`config.mk`:
```
export PLATFORM = sky130hd
export DESIGN_NAME = if_fetch_ctrl
export DESIGN_NICKNAME = d
export VERILOG_FILES = /design/src/rtl/if_fetch_ctrl.sv
export SDC_FILE = /design/constraint.sdc
export NUM_CORES = 1
export LEC_CHECK = 0
export BUFFER_PORTS_ARGS = -buffer_cell sky130_fd_sc_hd__clkbuf_2
export CAP_MARGIN = 20
export CORE_MARGIN = 1.5
export CORE_UTILIZATION = 35
export CTS_CLUSTER_SIZE = 28
export DETAILED_ROUTE_END_ITERATION = 8
export PLACE_DENSITY = 0.58
export SYNTH_ARGS = -nofsm -noshare
export SYNTH_HDL_FRONTEND = slang
export SYNTH_SLANG_ARGS = --single-unit
```
`constraint.sdc`:
```
create_clock -name clk -period 1.52 [get_ports clk]
set_clock_uncertainty 0.15 [all_clocks]
set_input_delay 0.076 -clock clk [delete_from_list [all_inputs] [get_ports clk]]
set_output_delay 0.076 -clock clk [all_outputs]
set_load 0.05 [all_outputs]
```
`src/rtl/if_fetch_ctrl.sv`:
```
// Instruction-fetch controller: runs one req/gnt/rvalid transaction at a time
// against instruction memory and loads the returned word into the IF/ID register.
module if_fetch_ctrl #(
  parameter int ADDR_W = 32,
  parameter int DATA_W = 32,
  parameter logic [DATA_W-1:0] RST_INSTR = {DATA_W{1'b0}}
) (
  input  logic              clk,
  input  logic              rst,
  input  logic [ADDR_W-1:0] PC_Addr,
  output logic              PC_IFWrite,
  input  logic              Flush,
  input  logic              ID_Stall,
  output logic              imem_req,
  output logic [ADDR_W-1:0] imem_addr,
  input  logic              imem_gnt,
  input  logic              imem_rvalid,
  input  logic [DATA_W-1:0] imem_rdata,
  output logic [DATA_W-1:0] IF_Instr,
  output logic [ADDR_W-1:0] IF_PC,
  output logic              IF_Valid,
  output logic [1:0]        dbg_state_o
);

  typedef enum logic [1:0] {
    S_REQ  = 2'd0,
    S_WAIT = 2'd1,
    S_HOLD = 2'd2
  } state_e;

  state_e            state_q;
  logic              drop_q;
  logic [ADDR_W-1:0] req_addr_q;
  logic [ADDR_W-1:0] hold_addr_q;
  logic [DATA_W-1:0] hold_data_q;
  logic [DATA_W-1:0] if_instr_q;
  logic [ADDR_W-1:0] if_pc_q;
  logic              if_valid_q;

  logic out_free;
  logic deliver_mem;
  logic deliver_hold;

  // Bus handshake: a request transfers on the cycle imem_req & imem_gnt are both
  // high (address sampled then); imem_rvalid qualifies imem_rdata for one cycle
  // and cannot be back-pressured, so a blocked word is parked in the hold buffer.
  assign out_free     = !if_valid_q || !ID_Stall;
  assign deliver_mem  = !rst && (state_q == S_WAIT) && imem_rvalid && !drop_q &&
                        !Flush && out_free;
  assign deliver_hold = !rst && (state_q == S_HOLD) && !Flush && out_free;

  assign imem_req    = !rst && (state_q == S_REQ);
  assign imem_addr   = PC_Addr;
  assign PC_IFWrite  = !rst && (Flush || deliver_mem || deliver_hold);
  assign IF_Instr    = if_instr_q;
  assign IF_PC       = if_pc_q;
  assign IF_Valid    = if_valid_q;
  assign dbg_state_o = state_q;

  always_ff @(posedge clk) begin
    if (rst) begin
      state_q     <= S_REQ;
      drop_q      <= 1'b0;
      req_addr_q  <= '0;
      hold_addr_q <= '0;
      hold_data_q <= '0;
      if_instr_q  <= RST_INSTR;
      if_pc_q     <= '0;
      if_valid_q  <= 1'b0;
    end else begin
      case (state_q)
        S_REQ: begin
          if (imem_gnt) begin
            req_addr_q <= PC_Addr;
            drop_q     <= Flush;
            state_q    <= S_WAIT;
          end
        end
        S_WAIT: begin
          if (imem_rvalid) begin
            drop_q <= 1'b0;
            if (drop_q || Flush || out_free) begin
              state_q <= S_REQ;
            end else begin
              hold_addr_q <= req_addr_q;
              hold_data_q <= imem_rdata;
              state_q     <= S_HOLD;
            end
          end else if (Flush) begin
            drop_q <= 1'b1;
          end
        end
        S_HOLD: begin
          if (Flush || out_free) state_q <= S_REQ;
        end
        default: state_q <= S_REQ;
      endcase

      // Flush wins over any delivery so a squashed word never reaches decode.
      if (Flush) begin
        if_valid_q <= 1'b0;
        if_instr_q <= RST_INSTR;
      end else if (deliver_mem) begin
        if_valid_q <= 1'b1;
        if_instr_q <= imem_rdata;
        if_pc_q    <= req_addr_q;
      end else if (deliver_hold) begin
        if_valid_q <= 1'b1;
        if_instr_q <= hold_data_q;
        if_pc_q    <= hold_addr_q;
      end else if (if_valid_q && !ID_Stall) begin
        if_valid_q <= 1'b0;
      end
    end
  end

endmodule

```
### Word level (Yosys, flattened, before mapping)

Cells that the tools add are included.

* equality and inequality tests: 6
* muxes and demuxes: 16
* bitwise logic cells: 2
* reduce and logical (&&, ||, !) cells: 32

Operator list (number)
* $mux W32: 4
* $logic_and A1 B1 Y1: 11
* $reduce_and A3 Y1: 3
* $mux W2: 4
* $logic_or A1 B1 Y1: 6
* $mux W1: 6
* $pmux W2 S3: 1
* $logic_not A1 Y1: 5
* $ne A2 B2 Y1 const B: 2
* $reduce_and A2 Y1: 2
* $reduce_bool A2 Y1: 2
* $ne A3 B3 Y1 const B: 1
* $reduce_bool A3 Y1: 1
* $eq A2 B1 Y1 const B: 1
* $eq A2 B2 Y1 const B: 1
* $logic_not A2 Y1: 1
* $ne A2 B1 Y1 const B: 1
* $not A1 Y1: 2
* $pmux W1 S2: 1
* $reduce_or A2 Y1: 1

* register bits: 164
* logic and storage cells: 64

### Logic depth before layout (Yosys ltp)

Gate-level depths: netlist (run 1).

* word-level depth: 9
* gate-level depth with buffers: 6
* gate-level depth less buffers: 3

### Worst setup path before layout (run 1)

Ideal clock, no wire load.

* path type: flip-flop to output port
* from: reg state_q[0] (netlist: dbg_state_o[0])
* to: out PC_IFWrite
* arrival: 1974 ps
* setup slack: -680 ps
* stages on the path, launching flop included: 7
* path buffers: 3
* path through: dfxtp_1 -> buf_2 -> and4bb_4 -> o21a_1 -> buf_6 -> buf_8 -> o21ba_1

* longest elaborated chain between the ends: 9
* elaborated cells on any way between the ends: 13

Ends and longest elaborated chain
* start, declared: RTL line 31 `state_e state_q;`
* start signal, assigned: RTL line 62 `state_q <= S_REQ;`
* start signal, assigned: RTL line 76 `state_q <= S_WAIT;`
* start signal, assigned: RTL line 83 `state_q <= S_REQ;`
* $eq A2 B1 Y1: RTL line 48 `assign deliver_mem = !rst && (state_q == S_WAIT) && imem_rvalid && !drop_q &&`
* $logic_and A1 B1 Y1 (4 in a row): RTL line 48
* $logic_and A1 B1 Y1: RTL line 49 `!Flush && out_free;`
* $logic_or A1 B1 Y1: RTL line 54 `assign PC_IFWrite = !rst && (Flush || deliver_mem || deliver_hold);`
* $logic_or A1 B1 Y1 *: RTL line 54
* $logic_and A1 B1 Y1 *: RTL line 54
* end, declared: RTL line 11 `output logic PC_IFWrite,`

Every way passes the cells marked *; elsewhere a longest branch is shown, timed or not.

### Final worst setup path (run 1)

Ends and elaborated chain as after synthesis.

==> impl_metrics.env, run 1 <==
export IMPL_die_y_um=142.7
export IMPL_clock_latency_ps=430
export IMPL_clk_pin_slew_worst_paths_ps=60
export IMPL_leakagePower_nw=4.044
export IMPL_worstMarginPinSlew_ps=704.1
export IMPL_ys_ff_latch=164
export IMPL_yosysMostFrequentCell="dfxtp_1"
export IMPL_syn_avg_cell_area_um2=8.741
export IMPL_synth_edf_count=0
export IMPL_fp_dieW_um=142.7
export IMPL_core_area_mm2=0.01889
export IMPL_status="finished with violations"
export IMPL_cts_sinks=164
export IMPL_dp_cells=1140
export IMPL_multi_input_area_mm2=0.003252
export IMPL_tns_ps=-21930
export IMPL_nFillCells=1659
export IMPL_wl_per_cell_um=18.82
export IMPL_cts_root_buffer="clkbuf_16"
export IMPL_switching_share=0.2644
export IMPL_portBuffers=170
export IMPL_wl_um=24180
export IMPL_initial_utilization=0.3613
export IMPL_synth_top_cell_area_share=0.4809
export IMPL_ys_flop_type="dfxtp_1"
export IMPL_setup_ws_ps=-251.8
export IMPL_cts_max_path_buffers=2
export IMPL_postRouteAntennaNets=0
export IMPL_report_power_total_mw=10.36
export IMPL_cp_arrival_ps=1550
export IMPL_p_int_mw=7.620
export IMPL_io_pins=171
export IMPL_final_util=0.5723
export IMPL_finalHoldViolCount=0
export IMPL_postSynth_asyncResetShare=0
export IMPL_clock_power_share=0.427
export IMPL_path_max_fanout=4
export IMPL_startpoint_type="register"
export IMPL_final_nets=1082
export IMPL_drc_errors=0
export IMPL_switching_power_mw=2.739
export IMPL_track_usage=0.2056
export IMPL_grt_pass1_vias=6081
export IMPL_crit_required_ps=1290
export IMPL_htree_levels=4
export IMPL_drt_pass1_iterations=5
export IMPL_rsz0062_at_grt="yes"
export IMPL_cp_cell_sequence="and4bb_4 > o21a_4 > o21ba_4 > clkbuf_16"
export IMPL_relSlewSlack=0.5306
export IMPL_whs_path_depth=4
export IMPL_drv_cap=0
export IMPL_netlist_instances=781
export IMPL_antenna_found_initial=1
export IMPL_gp_routability_congestion=0.7397
export IMPL_synth_area_leader_cell="dfxtp_1"
export IMPL_cts_tree="yes"
export IMPL_drive_gt1_frac=0.4078
export IMPL_violations="setup timing"
export IMPL_diodes=0
export IMPL_hold_class="in2reg"
export IMPL_maxSlewViolCount=0
export IMPL_cellPowerDensity_mw_per_mm2=958.0
export IMPL_seq_area_mm2=0.003296
export IMPL_vias=6819
export IMPL_pre_cts_ws_ps=-82.67
export IMPL_ir_drop_v=0.0007752
export IMPL_setup_viol=163
export IMPL_grt_max_degree=133
export IMPL_period_needed_ps=1772
export IMPL_num_rows=50
export IMPL_worstSetupPathType="reg2out"
export IMPL_critPathMaxStageDelay_ps=360
export IMPL_syn_cell_area_mm2=0.006827
export IMPL_r2r_cells=6
export IMPL_endpoint_kind="output port"
export IMPL_grt_pass1_wl_um=32680
export IMPL_cts_buffers=17
export IMPL_min_period_over_period=1.166
export IMPL_clock_fmax_mhz=564.4
export IMPL_ys_top_cells_by_area="dfxtp_1, o221a_1, a21oi_1"
export IMPL_yosysSeqAreaShare=0.4809
export IMPL_stdcell_count=1285
export IMPL_synth_cell_type_count=31
export IMPL_hpwlAfterDp_um=11880
export IMPL_synth_common_cells="dfxtp_1, a21oi_1, inv_1, nand2_1"
export IMPL_area_growth_syn_to_layout_pct=58.39
export IMPL_syn_num_nets=851
export IMPL_dieArea_mm2=0.02035
export IMPL_drt_iter0_markers=392
export IMPL_seq_power_share=0.429
export IMPL_via_per_inst=5.307
export IMPL_crit_slowest_cell="dfxtp_4"
export IMPL_comb_power_share=0.145
export IMPL_ys_warn_count=0
export IMPL_grt_overflow=0
worst max-delay path, delay by kind of cell, from the launching register on:
family	cells	cell delay (ps)
compound gates	2	400
flops	1	360
simple gates	1	200
buf+inv	1	170
layer usage:
layer  share of wire  vias up  global-route usage
li1                -     3270                   -
met1            0.44     3268              0.2657
met2            0.48      247              0.3441
met3           0.058       32             0.04158
met4           0.019        2             0.06511
met5         0.00054        -                   0
state kept, by name, indices dropped and copies added, names as in the netlist:
register     count
IF_PC           32
IF_Instr        32
dbg_state_o      2
hold_data_q     32
hold_addr_q     32
IF_Valid         1
drop_q           1
req_addr_q      32
metrics by stage:
stage | area [um2] | hold WS (ps)
global route | 10810 | 31.80
detailed placement | 7950 | 172.4
CTS | 9608 | 7.653
floorplan | 6952 | 43.11
global placement | 7950 | 168.2
finish | 10810 | 27.63
kinds of logic after synthesis:
group / synth area share
simple gates: 0.09934
compound gates: 0.2901
mux: 0.001466
buf+inv: 0.1281
flops: 0.4809
path summary, 6_finish.rpt:
kind / from / endpoint / slack (ps)
worst max-delay path: dbg_state_o[0]$_SDFFE_PP0P_ / PC_IFWrite / -250
worst min-delay path: ID_Stall / dbg_state_o[1]$_SDFFE_PP0P_ / 30
worst max register to register: dbg_state_o[0]$_SDFFE_PP0P_ / IF_PC[20]$_SDFFE_PP0P_ / -240
worst min register to register: hold_addr_q[18]$_SDFFE_PP0P_ / hold_addr_q[18]$_SDFFE_PP0P_ / 310
what timing repair did:
item                                    CTS  global route
resized for setup                        31           147
hold buffers                             66             0
pin swaps                                19            92
buffers inserted                         11             5
endpoints found under the hold margin    98             0
endpoints found under the setup margin   67           164
gates cloned                              5            27
layout by cell type (no fill, tap or decap), drive strengths merged, types with 2 or more instances in the layout:
master and n:
dlygate4sd3 66, bufinv 3, a211oi 2, buf 72, clkbuf 204, a31oi 64
clkinv 4, dfxtp 164, o21ai 64, o221a 64, clkinvlp 5, nor3 4
nand3 64, inv 68, a21oi 97, nor2b 2, nand2 66
power by group through the flow:
stage                     clock network (mW)  logic, mW  registers (mW)
final                                   4.42       1.50            4.44
after global routing                    4.68       1.57            4.45
after CTS                               4.51       1.19            4.44
after detailed placement                   0      0.979            4.53
after global placement                     0      0.975            4.53
after floorplan                            0      0.606            4.61
final cells by class:
type / instances / share of cell area
Sequential cell: 164 / 0.3048
Multi-Input combinational cell: 439 / 0.3007
Timing Repair Buffer: 325 / 0.2857
Clock buffer: 17 / 0.03934
Tap cell: 260 / 0.03009
Inverter: 65 / 0.02256
Clock inverter: 15 / 0.01678
No activity file was read; power rests on OpenSTA's default activity.
==> run 2, diff against run 1 <==
--- a/config.mk
+++ b/config.mk
@@ -12,6 +12,8 @@
 export CTS_CLUSTER_SIZE = 28
 export DETAILED_ROUTE_END_ITERATION = 8
 export PLACE_DENSITY = 0.58
+export REMOVE_ABC_BUFFERS = 1
+export SETUP_SLACK_MARGIN = 0.15
 export SYNTH_ARGS = -nofsm -noshare
 export SYNTH_HDL_FRONTEND = slang
 export SYNTH_SLANG_ARGS = --single-unit
==> run 2 against run 1 <==
Effect of this change: the run still ends with setup timing left; via count fell by 1.1%; largest cell class is now multi-input gates; count of clock-buffer cells in the layout rose by 4; routed wire length fell by 3.4%; critical endpoint unchanged; sequential power barely moved.
==> impl_metrics.env, run 2 (synthesized netlist as in run 1, its figures left out) <==
export IMPL_track_usage=0.2138
export IMPL_portBuffers=170
export IMPL_clock_latency_ps=430
export IMPL_pre_cts_ws_ps=-72.70
export IMPL_fp_dieW_um=142.7
export IMPL_cts_tree="yes"
export IMPL_initial_utilization=0.3613
export IMPL_final_util=0.5872
export IMPL_io_pins=171
export IMPL_worstSetupPathType="reg2out"
export IMPL_gp_routability_congestion=0.7414
export IMPL_whs_path_depth=3
export IMPL_drive_gt1_frac=0.4706
export IMPL_drv_cap=0
export IMPL_htree_levels=4
export IMPL_die_y_um=142.7
export IMPL_endpoint_kind="output port"
export IMPL_cts_root_buffer="clkbuf_16"
export IMPL_cp_arrival_ps=1530
export IMPL_antenna_found_initial=0
export IMPL_holdPathEnd="req_addr_q[8]$_SDFFE_PP0P_"
export IMPL_nFillCells=1601
export IMPL_diodes=0
export IMPL_hold_class="in2reg"
export IMPL_grt_pass1_vias=6194
export IMPL_rsz0062_at_grt="yes"
export IMPL_drt_pass1_iterations=4
export IMPL_startpoint_type="register"
export IMPL_cts_buffers=17
export IMPL_num_rows=50
export IMPL_layout_commonest_cell="clkbuf_2"
export IMPL_dieArea_mm2=0.02035
export IMPL_report_power_total_mw=10.94
export IMPL_wl_um=23370
export IMPL_cp_cell_sequence="and4bb_4 > o21a_4 > o21ba_4 > buf_8"
export IMPL_leakagePower_nw=4.270
export IMPL_grt_max_degree=62
export IMPL_r2r_cells=5
export IMPL_hpwlAfterDp_um=12100
export IMPL_cts_sinks=164
export IMPL_multi_input_area_mm2=0.003632
export IMPL_min_period_over_period=1.156
export IMPL_crit_slowest_cell="dfxtp_2"
export IMPL_path_buf_inv=1
export IMPL_r2r_start="dbg_state_o[1]$_SDFFE_PP0P_"
export IMPL_r2r_end="IF_Instr[28]$_SDFFE_PP0P_"
export IMPL_cts_max_path_buffers=2
export IMPL_clk_pin_slew_worst_paths_ps=60
export IMPL_relSlewSlack=0.7379
export IMPL_setup_viol=163
export IMPL_ir_drop_v=0.0007528
export IMPL_drc_errors=0
export IMPL_grt_overflow=0
export IMPL_cellPowerDensity_mw_per_mm2=986.6
export IMPL_critPathMaxStageDelay_ps=350
export IMPL_worstMarginPinSlew_ps=393.2
export IMPL_mostFrequentLayoutCells="clkbuf_2, dfxtp_1, dlygate4sd3_1"
export IMPL_maxSlewViolCount=0
export IMPL_status="finished with violations"
export IMPL_wl_per_cell_um=18.23
export IMPL_reg2reg_slack_ps=-210
export IMPL_postRouteAntennaNets=0
export IMPL_area_growth_syn_to_layout_pct=62.50
export IMPL_drt_iter0_markers=357
export IMPL_vias=6746
export IMPL_grt_pass1_wl_um=33710
export IMPL_via_per_inst=5.262
export IMPL_clock_fmax_mhz=569.1
export IMPL_stdcell_count=1282
export IMPL_seq_area_mm2=0.003288
export IMPL_hp_start="rst"
export IMPL_finalHoldViolCount=0
export IMPL_dp_cells=1143
export IMPL_final_nets=1079
export IMPL_path_max_fanout=3
export IMPL_core_area_mm2=0.01889
export IMPL_crit_family="compound AO/OA/AOI/OAI gates"
export IMPL_period_needed_ps=1757
export IMPL_setup_ws_ps=-237.3
export IMPL_crit_required_ps=1290
export IMPL_violations="setup timing"
==> run 2: worst max-delay path by stage <==
stage	startpoint	depth (start not counted)	endpoint	slack, ps
floorplan	dbg_state_o[1]$_SDFFE_PP0P_	3	PC_IFWrite	-3630
global placement	dbg_state_o[1]$_SDFFE_PP0P_	4	PC_IFWrite	-50
detailed placement	dbg_state_o[1]$_SDFFE_PP0P_	4	PC_IFWrite	-70
CTS	drop_q$_SDFFE_PP0P_	4	PC_IFWrite	-270
global route	dbg_state_o[1]$_SDFFE_PP0P_	4	PC_IFWrite	-270
finish	dbg_state_o[1]$_SDFFE_PP0P_	4	PC_IFWrite	-240
==> run 2: metal layers <==
metal	part of all wire	vias up	global-route usage
li1	-	3256	-
met1	0.44	3199	0.2817
met2	0.48	259	0.3643
met3	0.056	32	0.03052
met4	0.018	0	0.06023
met5	0	-	0
==> run 2: final cells by class <==
| cell class | instances | area share |
|---|---|---|
| timing repair buffer | 322 | 0.2647 |
| sequential | 164 | 0.2964 |
| inverter | 65 | 0.02199 |
| clock inverter | 11 | 0.01771 |
| clock buffer | 21 | 0.04241 |
| multi-input combinational | 439 | 0.3274 |
| tap | 260 | 0.02933 |
==> run 2: tightest hold or removal path, cell delays in order <==
cell,delay (ps)
buf_4,150
buf_4,280
a21oi_2,40
==> run 2: power breakdown <==
part | internal, mW | switching [mW]
Combinational | 0.708 | 0.920
Sequential | 4.38 | 0.0888
Clock | 3.06 | 1.79
Total | 8.15 | 2.80
==> run 2: timing repair <==
| item | CTS | global route |
|---|---|---|
| resized for setup | 87 | 216 |
| gates cloned | 10 | 9 |
| buffers inserted | 15 | 4 |
| pin swaps | 37 | 162 |
| hold buffers | 69 | 0 |
| hold endpoints to repair | 102 | 0 |
| setup endpoints to repair | 168 | 167 |
==> run 2: per-stage QoR <==
step / hold WS, ps / TNS (ps) / cell area (um2)
2_1_floorplan: -4.934 / -342870 / 6196
3_3_place_gp: 167.4 / -1135 / 7958
3_5_place_dp: 168.3 / -3269 / 7958
4_1_cts: 30.63 / -11960 / 10020
5_1_grt: 43.66 / -22860 / 11090
6_report: 25.94 / -16820 / 11090
